$ cat src/rtl/l2_req_arbiter.sv
// l2_req_arbiter: registered I/D-cache to L2 arbiter, D-priority with bounded I starvation
module l2_req_arbiter #(
    parameter int WIDTH        = 256,
    parameter int ADDR_W       = 32,
    parameter int STARVE_LIMIT = 4
) (
    input  logic              clk,
    input  logic              reset_n,
    input  logic              icache_read,
    input  logic [ADDR_W-1:0] icache_address,
    output logic [WIDTH-1:0]  icache_rdata,
    output logic              icache_resp,
    input  logic              dcache_read,
    input  logic              dcache_write,
    input  logic [ADDR_W-1:0] dcache_address,
    input  logic [WIDTH-1:0]  dcache_wdata,
    output logic [WIDTH-1:0]  dcache_rdata,
    output logic              dcache_resp,
    output logic              l2_read,
    output logic              l2_write,
    output logic [ADDR_W-1:0] l2_address,
    output logic [WIDTH-1:0]  l2_wdata,
    input  logic [WIDTH-1:0]  l2_rdata,
    input  logic              l2_resp,
    output logic [1:0]        owner,
    output logic [15:0]       conflict_count
);
    typedef enum logic [1:0] {IDLE = 2'b00, SERVE_I = 2'b01, SERVE_D = 2'b10} state_t;
    state_t     state, state_nx;
    logic [3:0] d_streak, d_streak_nx;
    logic       d_req, decide, i_win, conflict, done;
    always_comb begin
        d_req       = dcache_read | dcache_write;
        decide      = (state == IDLE) && (icache_read | d_req);
        i_win       = icache_read && (!d_req || d_streak == 4'(STARVE_LIMIT));
        conflict    = decide && icache_read && d_req;
        done        = (state != IDLE) && l2_resp;
        state_nx    = decide ? (i_win ? SERVE_I : SERVE_D) : (done ? IDLE : state);
        // streak only grows while I is actually waiting behind D
        d_streak_nx = !decide ? d_streak :
                      (i_win || !icache_read) ? 4'd0 :
                      (d_streak == 4'(STARVE_LIMIT)) ? d_streak : d_streak + 4'd1;
    end
    always_ff @(posedge clk or negedge reset_n) begin
        if (!reset_n) begin
            state          <= IDLE;
            d_streak       <= 4'd0;
            conflict_count <= 16'd0;
            l2_read        <= 1'b0;
            l2_write       <= 1'b0;
            l2_address     <= '0;
            l2_wdata       <= '0;
        end else begin
            state    <= state_nx;
            d_streak <= d_streak_nx;
            if (conflict && conflict_count != 16'hFFFF)
                conflict_count <= conflict_count + 16'd1;
            if (decide) begin
                l2_read    <= i_win || !dcache_write;
                l2_write   <= !i_win && dcache_write;
                l2_address <= i_win ? icache_address : dcache_address;
                if (!i_win && dcache_write)
                    l2_wdata <= dcache_wdata;
            end else if (done) begin
                l2_read  <= 1'b0;
                l2_write <= 1'b0;
            end
        end
    end
    assign owner        = state;
    assign icache_resp  = (state == SERVE_I) && l2_resp;
    assign dcache_resp  = (state == SERVE_D) && l2_resp;
    assign icache_rdata = l2_rdata;
    assign dcache_rdata = l2_rdata;
endmodule

$ cat config.mk
export PLATFORM = sky130hd
export DESIGN_NAME = l2_req_arbiter
export DESIGN_NICKNAME = d
export VERILOG_FILES = /design/src/rtl/l2_req_arbiter.sv
export SDC_FILE = /design/constraint.sdc
export NUM_CORES = 1
export LEC_CHECK = 0
export CORE_AREA = 2 2 541 543
export CTS_CLUSTER_SIZE = 40
export DETAILED_ROUTE_END_ITERATION = 8
export DIE_AREA = 0 0 543 545
export GPL_ROUTABILITY_DRIVEN = 0
export SYNTH_ARGS = -nofsm -noshare
export SYNTH_HDL_FRONTEND = slang
export SYNTH_SLANG_ARGS = --single-unit
$ cat constraint.sdc
create_clock -name clk -period 2.2 [get_ports clk]
set_input_delay 0.44 -clock clk [delete_from_list [all_inputs] [get_ports clk]]
set_output_delay 0.44 -clock clk [all_outputs]
set_load 0.02 [all_outputs]
== Word-level counts from Yosys, hierarchy flattened ==
Index checks and enable logic that the tools add are counted.

* Input port bits: 582
* Register bits: 312
* Output and inout bits: 822

* Equality and inequality tests: 5
* Reductions and logical operators: 21
* Mux-type cells: 9
* Bitwise gates (word level): 2
* Add/sub/neg operators: 2

{| class="wikitable"
|+ Operator list
! operator !! count
|-
| $mux W32 || 1
|-
| $add A16 B1 Y16 const B || 1
|-
| $ne A16 B16 Y1 const B || 1
|-
| $logic_and A1 B1 Y1 || 9
|-
| $mux W4 || 2
|-
| $mux W2 || 3
|-
| $add A4 B1 Y4 const B || 1
|-
| $eq A4 B3 Y1 const B || 1
|-
| $logic_not A1 Y1 || 4
|-
| $reduce_and A2 Y1 || 2
|-
| $reduce_bool A2 Y1 || 2
|-
| $logic_or A1 B1 Y1 || 3
|-
| $mux W1 || 3
|-
| $eq A2 B1 Y1 const B || 1
|-
| $eq A2 B2 Y1 const B || 1
|-
| $logic_not A2 Y1 || 1
|-
| $ne A2 B2 Y1 const B || 1
|-
| $or A1 B1 Y1 || 2
|}

== Longest topological paths before layout ==
* Depth after elaboration: 7
* Mapped depth: 9

== Least setup slack after synthesis ==
Ideal clock, no wire load.

* Kind: register -> register
* Start point: register d_streak[0]
* End point: register l2_wdata[100]
* Path slack: -0.003 ns
* Arrival time: 2.076 ns
* Setup time: 0.127 ns
* Cell stages (with the launch flop): 10
* Path buffers: 3
* Cells stage by stage: dfrtp_1 inv_1 ha_1 and3b_1 a211oi_4 and2_1 buf_2 buf_6 buf_6 mux2_1

* Longest elaborated chain between the ends: 6

{| class="wikitable"
|+ Ends and longest elaborated chain
! what !! line !! text
|-
| start: declaration || 30 || <nowiki>logic [3:0] d_streak, d_streak_nx;</nowiki>
|-
| start signal: assignment || 55 || <nowiki>d_streak <= d_streak_nx;</nowiki>
|-
| $eq A4 B3 Y1 || 35 || <nowiki>i_win = icache_read && (!d_req || d_streak == 4'(STARVE_LIMIT));</nowiki>
|-
| $logic_or A1 B1 Y1 || 35 ||
|-
| $logic_and A1 B1 Y1 || 35 ||
|-
| $logic_not A1 Y1 || 62 || <nowiki>if (!i_win && dcache_write)</nowiki>
|-
| $logic_and A1 B1 Y1 || 62 ||
|-
| $reduce_and A2 Y1 (no source line) || - ||
|-
| end signal: assignment || 63 || <nowiki>l2_wdata <= dcache_wdata;</nowiki>
|-
| end: declaration || 22 || <nowiki>output logic [WIDTH-1:0] l2_wdata,</nowiki>
|}

No other way between the ends.
A chain may end at the register's enable or synchronous reset.

== Worst setup path after layout ==
* Start point: register d_streak[0]
* End point: register l2_wdata[208]

Same word-level chain as after synthesis.

==> results.toml <==
[run_status]
status = "finished, violations left"
violations = "negative setup slack"

[grt]
grt_pass1_wl_um = 199400
grt_pass1_vias = 11740
gr-usage-all-layers_pct = 11.34
grt.overflow.total = 0
grt_max_degree = 72
antenna_found_initial = 148

[timing]
clock-skew-final_ps = 25.32
clock.fmax_ghz = 0.4285
period_share_pct = 106.1
tns_ps = -4670
fin_crit_ps = 2334
slew_headroom_pct = 56.43
max_slew.worst_pin.slew_ps = 656.1
report.final.slew_viol_count = 0
setup_ws_ps = -134.0
hold_viol = 0
grt_setup_unrepaired = "yes"
whs_ps = 305.9
setup_viol = 108

[critical_path]
reg2reg_to = "l2_wdata[208]$_DFFE_PN0P_"
crit_arrival_ps = 2890
critPathMaxFanout = 8
worstPathRequired_ps = 2760
rr_startpoint = "d_streak[0]$_DFFE_PN0P_"
setup.worst_path.start_class = "register"
end_kind = "register"
crit_type = "reg2reg"
ff2ff_setup_slack_ps = -130
reg2regPathDepth = 11

[synthesis]
synth_fp_nets = 1898
synth_cells = 1313
synth-seq-cells = 312
syn_area_um2 = 15990
avgSynthCellArea_um2 = 12.18
ys_warn_count = 0
ys_seq_area_share_pct = 48.83
synthDistinctLibCells = 39

[placement]
dpl_cell_area_um2 = 23510
io_buffers = 635
place_ws_ps = -472.7
place_hpwl_um = 156800
placed_cells = 5344

[cts]
path_clk_slew_ps = 70
numCtsBuffers = 44
htreeDepth = 2
clock_path_buffers = 3
worstSkewPairLatency_ps = 670
cts_tree = "yes"
cts_root_buffer = "clkbuf_16"
cts_sinks = 312

[power]
p_int_mw = 21.56
power.density_nw_per_um2 = 1464
power_frac_clock_pct = 20.2
p_total_mw = 38.97
swShare_pct = 44.66
ir_worst_vdd_mv = 0.6966
seqPwrFrac_pct = 26.3
p_leak_nw = 10.13
p_switching_mw = 17.40
combPwrFrac_pct = 53.5

[drt]
drc = 0
drt_first_pass_iters = 4
drt_iter0_drc = 676
num_vias = 11620
wl_um = 176300
antenna_left = 0
via_per_inst = 2.109
routedWlPerCell_um = 31.99

[finish]
nNetsFinal = 2121
area_growth_pct = 66.47
finish.utilization_pct = 9.175
fin_area_um2 = 26620
fin_cells = 5510
drive_gt1_share_pct = 28.36

[floorplan]
die_w_um = 543
die_area_um2 = 295900
core_area_um2 = 290100
rows = 198
start_util_pct = 5.511
die_height_um = 545
io_pins = 1404

[worst_hold_path]
hold_path.class = "in2async"

[flow_run]
cap_violations = 0
synth_stat cells (all sizes together):
master / number / share of area [%]
o21a: 1 / 0.047
nand2: 77 / 1.8
nand4: 6 / 0.23
a31o: 1 / 0.055
and3b: 1 / 0.055
o21ai: 8 / 0.25
nor4bb: 1 / 0.063
nand2b: 1 / 0.039
a21o: 2 / 0.094
a211oi: 1 / 0.13
ha: 3 / 0.23
mux2: 259 / 18
nor3b: 2 / 0.094
nor2: 7 / 0.16
nor4: 3 / 0.16
xor2: 12 / 0.66
and2: 2 / 0.078
a2111oi: 1 / 0.055
o211a: 1 / 0.063
or2: 2 / 0.078
inv: 4 / 0.094
dfrtp: 312 / 49
and3: 2 / 0.078
a21oi: 3 / 0.094
and4: 1 / 0.055
nor2b: 1 / 0.039
a22oi: 32 / 1.5
nor3: 7 / 0.22
buf: 542 / 26
nand3: 6 / 0.19
nand3b: 2 / 0.094
o31ai: 1 / 0.047
clkbuf: 9 / 0.21
placed cells by master, fill, tap and decap left out, types with 8 or more instances in the layout:
cell type,Yosys,routed
a22oi_1,32,18
a22oi_2,0,14
buf_12,0,32
buf_16,0,13
buf_4,512,90
buf_8,0,12
clkbuf_16,0,50
clkdlybuf4s15_1,0,8
clkdlybuf4s50_1,0,406
clkinv_2,0,8
dfrtp_1,312,312
diode_2,0,41
dlygate4sd2_1,0,146
mux2_1,202,75
mux2_2,57,22
mux2_4,0,162
nand2_1,77,77
xor2_1,12,12
worst max-delay path by stage:
stage / start / to / slack, ps / cells after the start
after global routing: d_streak[1]$_DFFE_PN0P_ / l2_wdata[184]$_DFFE_PN0P_ / -160 / 11
after floorplan: d_streak[0]$_DFFE_PN0P_ / l2_wdata[100]$_DFFE_PN0P_ / 30 / 9
after global placement: dcache_write / l2_address[11]$_DFFE_PN0P_ / -510 / 6
after CTS: d_streak[1]$_DFFE_PN0P_ / l2_address[10]$_DFFE_PN0P_ / -240 / 8
after detailed placement: dcache_read / l2_address[18]$_DFFE_PN0P_ / -470 / 6
final: d_streak[0]$_DFFE_PN0P_ / l2_wdata[208]$_DFFE_PN0P_ / -130 / 11
timing repair:
action,in CTS,in global routing
hold buffers,1,0
buffers inserted,26,14
endpoints found under the setup margin,346,270
pin swaps,5,3
hold endpoints to repair,40,0
cloned,16,7
resized for setup,380,62
power by group through the flow:
stage	sequential, mW	clock [mW]	combinational, mW
floorplan	13.4	0	4.70
global placement	10.2	0	19.6
detailed placement	10.3	0	19.7
CTS	10.3	8.30	21.2
global route	10.6	8.48	22.5
finish	10.2	7.87	20.8
cells by family after synthesis:
kind of cell | Yosys count | synth area share, %
AND/OR/NAND/NOR | 121 | 3.443
buffers and inverters | 555 | 26.26
flip-flops | 312 | 48.83
adder cells (fa/ha/maj) | 3 | 0.2348
multiplexers | 259 | 18.24
AO/OA/AOI/OAI | 51 | 2.332
XOR/XNOR | 12 | 0.6574
routing by layer:
metal | track usage [%] | wire length (um)
met1 | 9.723 | 52340
met2 | 16.73 | 72330
met3 | 13.17 | 44310
met4 | 3.311 | 7007
met5 | 0.6331 | 279
cell type report:
cell class | instances | area, um2
Multi-Input combinational cell | 446 | 4690
Inverter | 4 | 15.01
Fill cell | 33270 | 263500
Antenna cell | 41 | 102.6
Clock inverter | 22 | 317.8
Sequential cell | 312 | 7807
Tap cell | 3900 | 4880
Clock buffer | 57 | 1221
Timing Repair Buffer | 728 | 7582
state kept, by name, indices dropped and copies added, names as in the netlist:
| name | count |
|---|---|
| l2_wdata | 256 |
| l2_address | 32 |
| conflict_count | 16 |
| d_streak | 4 |
| owner | 2 |
| l2_read | 1 |
| l2_write | 1 |
critical path, stage by stage (launching register included):
cell and delay, ps:
dfrtp_1 350, inv_1 50, ha_2 180, and3b_2 220, a211oi_4 210, and2_4 230, buf_12 130, buf_12 110
buf_16 160, buf_8 130, buf_12 120, mux2_4 290
Note: power is estimated with default switching activity, not from simulation.
